`config.mk`:
```
export PLATFORM = sky130hd
export DESIGN_NAME = load_store_unit
export DESIGN_NICKNAME = d
export VERILOG_FILES = /design/src/rtl/load_store_unit.sv
export SDC_FILE = /design/constraint.sdc
export NUM_CORES = 1
export LEC_CHECK = 0
export ABC_CLOCK_PERIOD_IN_PS = 2500
export CORE_UTILIZATION = 48
export DETAILED_ROUTE_END_ITERATION = 7
export PLACE_DENSITY = 0.8
export SYNTH_ARGS = -nofsm -noshare
export SYNTH_HDL_FRONTEND = slang
export SYNTH_SLANG_ARGS = --single-unit
```
`constraint.sdc`:
```
create_clock -name clk -period 2.5 [get_ports clk]
set_input_delay 0.25 -clock clk [delete_from_list [all_inputs] [get_ports clk]]
set_output_delay 0.25 -clock clk [all_outputs]
set_load 0.005 [all_outputs]
```
`src/rtl/load_store_unit.sv`:
```
// load_store_unit: core-side initiator for a word-indexed data memory.
// Accepts one RV32I load/store (LB/LH/LW/LBU/LHU/SB/SH/SW) at a time.
// Sub-word stores are performed as read-modify-write. Misaligned,
// out-of-range and illegal requests get an error response without any
// memory access.
//
// Ports:
//   clk, rst                 clock (rising edge), synchronous active-high reset
//   req_valid/req_ready      request handshake (ready only in IDLE, not in reset)
//   req_we, req_funct3       store flag and RV32I width/sign code
//   req_addr, req_wdata      byte address and store data
//   resp_valid               one-cycle completion pulse
//   resp_rdata, resp_err     extended load data (0 for stores/errors), reject flag
//   mem_addr, mem_wdata      word index and write word to the memory
//   mem_we                   memory write enable
//   mem_rdata                combinational read data for mem_addr
module load_store_unit #(
  parameter int unsigned MEM_DEPTH = 1024
) (
  input  logic        clk,
  input  logic        rst,
  input  logic        req_valid,
  output logic        req_ready,
  input  logic        req_we,
  input  logic [2:0]  req_funct3,
  input  logic [31:0] req_addr,
  input  logic [31:0] req_wdata,
  output logic        resp_valid,
  output logic [31:0] resp_rdata,
  output logic        resp_err,
  output logic [31:0] mem_addr,
  output logic [31:0] mem_wdata,
  output logic        mem_we,
  input  logic [31:0] mem_rdata
);

  localparam int unsigned AW = 32;
  localparam int unsigned DW = 32;

  typedef enum logic [1:0] {
    S_IDLE = 2'd0,
    S_RD   = 2'd1,
    S_WR   = 2'd2,
    S_RESP = 2'd3
  } state_t;

  state_t          r_state;
  state_t          w_next_state;

  // Request latched at acceptance
  logic            r_we;
  logic [2:0]      r_funct3;
  logic [1:0]      r_off;
  logic [AW-1:0]   r_idx;
  logic [DW-1:0]   r_wdata;

  // Output registers
  logic            r_resp_valid;
  logic [DW-1:0]   r_resp_rdata;
  logic            r_resp_err;
  logic [AW-1:0]   r_mem_addr;
  logic [DW-1:0]   r_mem_wdata;
  logic            r_mem_we;

  // Next-state values for the output registers
  logic            w_accept;
  logic            w_resp_valid;
  logic [DW-1:0]   w_resp_rdata;
  logic            w_resp_err;
  logic [AW-1:0]   w_mem_addr;
  logic [DW-1:0]   w_mem_wdata;
  logic            w_mem_we;

  logic [AW-1:0]   w_req_idx;
  logic            w_misalign;
  logic            w_oob;
  logic            w_bad_f3;
  logic            w_req_err;

  // Select lane from a memory word and sign/zero extend it for the load width
  function automatic logic [DW-1:0] f_load_ext(input logic [DW-1:0] word,
                                               input logic [1:0]    off,
                                               input logic [2:0]    f3);
    logic [7:0]  b;
    logic [15:0] h;
    case (off)
      2'd0:    b = word[7:0];
      2'd1:    b = word[15:8];
      2'd2:    b = word[23:16];
      default: b = word[31:24];
    endcase
    h = off[1] ? word[31:16] : word[15:0];
    case (f3)
      3'b000:  f_load_ext = {{24{b[7]}}, b};
      3'b001:  f_load_ext = {{16{h[15]}}, h};
      3'b100:  f_load_ext = {24'd0, b};
      3'b101:  f_load_ext = {16'd0, h};
      default: f_load_ext = word;
    endcase
  endfunction

  // Replace the addressed byte/half of the old word with store data
  function automatic logic [DW-1:0] f_merge(input logic [DW-1:0] old,
                                            input logic [DW-1:0] wd,
                                            input logic [1:0]    off,
                                            input logic [2:0]    f3);
    logic [DW-1:0] w;
    w = old;
    if (f3 == 3'b000) begin
      case (off)
        2'd0:    w[7:0]   = wd[7:0];
        2'd1:    w[15:8]  = wd[7:0];
        2'd2:    w[23:16] = wd[7:0];
        default: w[31:24] = wd[7:0];
      endcase
    end else if (f3 == 3'b001) begin
      if (off[1]) w[31:16] = wd[15:0];
      else        w[15:0]  = wd[15:0];
    end else begin
      w = wd;
    end
    f_merge = w;
  endfunction

  // Request legality, evaluated on the live request at acceptance
  always_comb begin
    w_req_idx  = {2'b00, req_addr[31:2]};
    w_misalign = ((req_funct3[1:0] == 2'b01) && req_addr[0]) ||
                 ((req_funct3[1:0] == 2'b10) && (req_addr[1:0] != 2'b00));
    w_oob      = (w_req_idx >= AW'(MEM_DEPTH));
    w_bad_f3   = req_we ? (req_funct3 > 3'b010)
                        : ((req_funct3 == 3'b011) || (req_funct3[2:1] == 2'b11));
    w_req_err  = w_misalign || w_oob || w_bad_f3;
  end

  // Next state and next output register values
  always_comb begin
    w_next_state = r_state;
    w_accept     = 1'b0;
    w_resp_valid = 1'b0;
    w_resp_rdata = '0;
    w_resp_err   = 1'b0;
    w_mem_addr   = '0;
    w_mem_wdata  = '0;
    w_mem_we     = 1'b0;

    case (r_state)
      S_IDLE: begin
        if (req_valid) begin
          w_accept   = 1'b1;
          w_mem_addr = w_req_idx;
          if (w_req_err) begin
            w_next_state = S_RESP;
            w_resp_valid = 1'b1;
            w_resp_err   = 1'b1;
          end else if (req_we && (req_funct3 == 3'b010)) begin
            w_next_state = S_WR;
            w_mem_we     = 1'b1;
            w_mem_wdata  = req_wdata;
          end else begin
            w_next_state = S_RD;
          end
        end
      end
      S_RD: begin
        // Read word is consumed here: extended for loads, merged for sub-word stores
        w_mem_addr = r_idx;
        if (r_we) begin
          w_next_state = S_WR;
          w_mem_we     = 1'b1;
          w_mem_wdata  = f_merge(mem_rdata, r_wdata, r_off, r_funct3);
        end else begin
          w_next_state = S_RESP;
          w_resp_valid = 1'b1;
          w_resp_rdata = f_load_ext(mem_rdata, r_off, r_funct3);
        end
      end
      S_WR: begin
        w_next_state = S_RESP;
        w_mem_addr   = r_idx;
        w_resp_valid = 1'b1;
      end
      default: begin
        w_next_state = S_IDLE;
      end
    endcase
  end

  // State, request latches and output registers
  always_ff @(posedge clk) begin
    if (rst) begin
      r_state      <= S_IDLE;
      r_we         <= 1'b0;
      r_funct3     <= '0;
      r_off        <= '0;
      r_idx        <= '0;
      r_wdata      <= '0;
      r_resp_valid <= 1'b0;
      r_resp_rdata <= '0;
      r_resp_err   <= 1'b0;
      r_mem_addr   <= '0;
      r_mem_wdata  <= '0;
      r_mem_we     <= 1'b0;
    end else begin
      r_state      <= w_next_state;
      r_resp_valid <= w_resp_valid;
      r_resp_rdata <= w_resp_rdata;
      r_resp_err   <= w_resp_err;
      r_mem_addr   <= w_mem_addr;
      r_mem_wdata  <= w_mem_wdata;
      r_mem_we     <= w_mem_we;
      if (w_accept) begin
        r_we     <= req_we;
        r_funct3 <= req_funct3;
        r_off    <= req_addr[1:0];
        r_idx    <= w_req_idx;
        r_wdata  <= req_wdata;
      end
    end
  end

  // Reset must block an in-flight write immediately, not at the next edge
  assign mem_we     = r_mem_we && !rst;
  assign req_ready  = (r_state == S_IDLE) && !rst;
  assign resp_valid = r_resp_valid;
  assign resp_rdata = r_resp_rdata;
  assign resp_err   = r_resp_err;
  assign mem_addr   = r_mem_addr;
  assign mem_wdata  = r_mem_wdata;

endmodule

```
* After elaboration in Yosys (flattened, before gate mapping)
Index checks and enable logic that the tools add are counted.
** Storage, ports and cells
- Register bits :: 169
- Output and inout bits :: 100
- Input port bits :: 103
- Word-level logic and storage cells :: 82
** Operators by class
- Eq/ne operators :: 13
- Mux-type cells :: 35
- Order comparisons :: 2
- Bitwise gates (word level) :: 2
- Reductions and logical operators :: 18
** Operator list (count)
- $mux W32 :: 6
- $pmux W32 S4 :: 1
- $pmux W32 S2 :: 1
- $pmux W30 S2 :: 1
- $mux W16 :: 3
- $mux W8 :: 4
- $ge A30 B11 Y1 const B :: 1
- $mux W30 :: 1
- $pmux W8 S3 :: 1
- $mux W1 :: 11
- $eq A2 B2 Y1 const B :: 4
- $eq A2 B1 Y1 const B :: 3
- $eq A3 B2 Y1 const B :: 2
- $eq A3 B3 Y1 const B :: 2
- $mux W2 :: 3
- $pmux W2 S3 :: 1
- $reduce_or A3 Y1 :: 2
- $logic_and A1 B1 Y1 :: 5
- $logic_not A2 Y1 :: 2
- $logic_or A1 B1 Y1 :: 4
- $reduce_or A2 Y1 :: 2
- $eq A3 B1 Y1 const B :: 1
- $gt A3 B2 Y1 const B :: 1
- $logic_not A3 Y1 :: 1
- other kinds (6) :: 7

* Longest topological paths before layout
- Depth after elaboration :: 8
- Depth in mapped cells :: 9
- Gate-level depth less buffers :: 6

* Worst setup path before layout
OpenSTA, ideal clock, no wires.
- Kind :: register -> register
- From :: register r_state[1]
- To :: register r_mem_we
- Slack :: 684 ps
- Stages on the path, launching flop included :: 10
- Arrival :: 1685 ps
- Clock period less this slack :: 1816 ps
- Data required time :: 2369 ps
- Setup time :: 131 ps
- Path buffers :: 4
- Cell sequence :: dfxtp_1 inv_1 ha_1 and2_1 buf_2 nand2b_1 clkbuf_1 buf_2 buf_2 o41ai_1
** On the way
- Longest elaborated chain between the ends :: 2
- Elaborated cells between the ends (all ways) :: 3
- Those cells by class :: eq/ne: 1; mux: 1; reduce/logical: 1
** Ends and longest elaborated chain
- from (decl) :: RTL line 47 : state_t r_state;
- from (signal assigned) :: RTL line 205 : r_state <= w_next_state;
- $eq A2 B1 Y1 or $logic_not A2 Y1 (tied branches) :: RTL line 147 : case (r_state)
- $pmux W1 S2 * :: RTL line 147
- to (signal assigned) :: RTL line 211 : r_mem_we <= w_mem_we;
- to (decl) :: RTL line 63 : logic r_mem_we;
Mark *: on every way between the ends. The rest lies on a longest branch, timed or not.
A chain may end at the register's enable or synchronous reset.

* Worst setup path in the final report
- From :: register r_state[1]
- To :: output port req_ready
** On the way
- Longest elaborated chain between the ends :: 2
** Ends and longest elaborated chain
- $logic_not A2 Y1 :: RTL line 224 : assign req_ready = (r_state == S_IDLE) && !rst;
- $logic_and A1 B1 Y1 :: RTL line 224
- to (decl) :: RTL line 23 : output logic req_ready,
Every way passes these cells.

==> flow_summary_export.csv <==
group,metric,value,unit
outcome,status,"finished clean",
die,die_x,122,um
worst_setup_path,worst-setup-path-type,"flop to output pin",
sta,maxSlewHeadroom,53.0,%
placement,gp_congestion,0.864,
synth,synth_compound_area_share,23.0,%
synth,ys_ff_latch,167,
layout,multi_input_area,3250,sq um
layout,ff_latch_area,3340,sq um
synth,synth_cell_types,52,
worst_setup_path,required,2.25,ns
pwr,cellPowerDensity,897,nW/um^2
synth,synth_area_per_cell,8.31,sq um
synth,synthMuxAreaShare,4.09,%
layout,nFillCells,1118,
placement,port_buffers,200,
sta,fin_crit,2.17,ns
grt,grt_pass1_wl,32300,um
sta,period_share,86.8,%
layout,final_layout_size_suffix_gt1_share,10.0,%
synth,synthSimpleGateAreaFrac,18.9,%
sta,drv_slew,0,
detailed_routing,route.vias.total,6689,
detailed_routing,ant_nets,0,
die,pin_count,203,
die,coreArea,14000,sq um
worst_setup_path,reg2reg_depth,3,
clock_tree,clk_pin_slew,0.07,ns
detailed_routing,drt_iter0_drc,564,
layout,finalNetCount,1114,
detailed_routing,drt_first_pass_iters,7,
worst_setup_path,start_kind,"flop",
synth,syn-instance-count,835,
synth,synth_edf_count,0,
worst_setup_path,crit_start,"r_state[1]",
worst_setup_path,r2r-start,"r_off[0]",
sta,hold_viol_final,0,
clock_tree,cts-root-buf,"clkbuf_16",
detailed_routing,wl_per_cell,17.5,um
worst_setup_path,rr_endpoint,"resp_rdata[6]",
grt,grt_max_degree,61,
clock_tree,cts_made_buffers,17,
sta,rsz0062_at_grt,"no",
synth,synth_top_family_by_area,"compound AO/OA/AOI/OAI gates",
layout,area_delta_synth_final,39.0,%
synth,async_reset_ff_share,0,%
worst_setup_path,cp.arrival,1.92,ns
die,die_h,122,um
clock_tree,clock_latency,0.42,ns
synth,synth_fa_ha_area_share,0.721,%
clock_tree,cts_tree,"yes",
detailed_routing,vias_per_cell,5.57,
clock_tree,clock_sinks,167,
clock_tree,clock_path_buffers,2,
grt,antenna_found_initial,0,
worst_setup_path,crit_end,"req_ready",
die,die_area,15000,sq um
placement,hpwl,14800,um
pwr,p_leak,3.68,nW
synth,yosysWarnings,0,
clock_tree,htree_levels,4,
clock_tree,postCtsHoldBufs,0,
sta,fin_setup_tns,0,ns
job,drv_cap,0,
die,initial_core_util,49.6,%
worst_setup_path,cp-end-kind,"output pin",
synth,synth_xor_area_share,0,%
grt,grt.overflow.total,0,
die,std_cell_rows,43,
layout,final_cell_mix,"nand2_1 (214), clkdlybuf4s50_1 (199), dfxtp_1 (166)",
pwr,vdd_drop_max,0.785,mV
pwr,total_power,8.66,mW
clock_tree,cts_resized,0,
sta,setup_viol,0,
synth,syn_area,6940,sq um
detailed_routing,drc_errors,0,
grt,grt_usage,28.3,%
synth,synthFlopType,"dfxtp_1",
synth,yosysSeqAreaShare,48.2,%
layout,n_antenna_cell,0,
detailed_routing,routed_wl,21000,um
clock_tree,post_cts_buffers,0,
layout,final_common_cell,"nand2_1",
sta,tightest_slew,0.705,ns
worst_setup_path,r2r_setup_slack,0.51,ns
worst_setup_path,critical_path_peak_fanout,9,
hold_path,worstHoldPathType,"primary input to flop",
sta,fmax,0.461,GHz
grt,grt_pass1_vias,6337,
sta,finClkSkew,0.00607,ns
-- state kept, by name, summed over array words and instances (netlist names) --
register,cells
mem_wdata,32
r_wdata,32
resp_rdata,32
mem_addr,30
r_idx,30
r_funct3,3
r_off,2
r_state,2
r_mem_we,1
r_we,1
resp_err,1
resp_valid,1
-- routing by layer --
| metal | track usage (%) | wire length (um) | vias to the layer above |
|---|---|---|---|
| met4 | 9.15 | 454 | 0 |
| met5 | 0 | 0 | - |
| li1 | - | - | 3248 |
| met1 | 36.4 | 8830 | 3117 |
| met2 | 45.5 | 9770 | 286 |
| met3 | 8.36 | 1940 | 38 |
-- worst min-delay path by stage --
stage / startpoint / to / slack (ns) / cells past startpoint
6_report: rst / r_idx[23] / 0.24 / 2
5_1_grt: rst / r_wdata[6] / 0.25 / 2
4_1_cts: rst / r_idx[24] / 0.23 / 2
3_5_place_dp: r_idx[12] / r_idx[12] / 0.45 / 2
3_3_place_gp: r_idx[19] / mem_addr[19] / 0.44 / 2
2_1_floorplan: mem_rdata[16] / resp_rdata[16] / 0.36 / 1
-- power by group --
group	internal [mW]	leakage, nW	switching (mW)
Combinational	1.25	2.04	1.55
Sequential	3.07	1.36	0.254
Clock	1.43	0.277	1.10
Total	5.75	3.68	2.90
-- area by class of cell --
type	count	area share, %
inverter	13	0.506
clock buffer	19	4.69
tap	180	2.33
sequential	167	34.6
timing repair buffer	222	22.9
multi-input combinational	586	33.7
clock inverter	13	1.24
-- worst max-delay path, cell delays in order (launching register included) --
cell,delay [ns]
dfxtp_1,0.34
inv_1,0.10
ha_1,0.33
nor2b_1,0.19
clkdlybuf4s50_1,0.54
-- cells in the mapped netlist, types with 9 or more instances --
master | number | area [sq um]
nand2_1 | 215 | 807
dfxtp_1 | 167 | 3340
a21oi_1 | 119 | 596
clkbuf_1 | 37 | 139
buf_2 | 25 | 125
o22ai_1 | 25 | 156
o21ai_0 | 23 | 115
nor2_1 | 22 | 82.6
mux2i_1 | 16 | 160
inv_1 | 13 | 48.8
a21o_2 | 10 | 87.6
a22oi_1 | 9 | 67.6
a31oi_1 | 9 | 56.3
and3_1 | 9 | 56.3
mux2_2 | 9 | 101
nand3_1 | 9 | 45.0
-- cell families after synthesis --
family,after synthesis
multiplexers,26
AND/OR/NAND/NOR,304
other,1
flip-flops,167
adder cells (fa/ha/maj),4
buffers and inverters,83
AO/OA/AOI/OAI,250
-- stage by stage --
stage | instance area (sq um) | hold slack, ns | cells | setup WS (ns) | util [%]
finish | 9650 | 0.240 | 1200 | 0.329 | 69.0
global route | 9650 | 0.251 | 1200 | 0.235 | 69.0
CTS | 9650 | 0.233 | 1200 | 0.310 | 69.0
detailed placement | 9080 | 0.447 | 1168 | 0.334 | 64.9
global placement | 9080 | 0.440 | 1168 | 0.378 | 64.9
floorplan | 6950 | 0.360 | 836 | 0.684 | -
No activity file was read; power rests on OpenSTA's default activity.
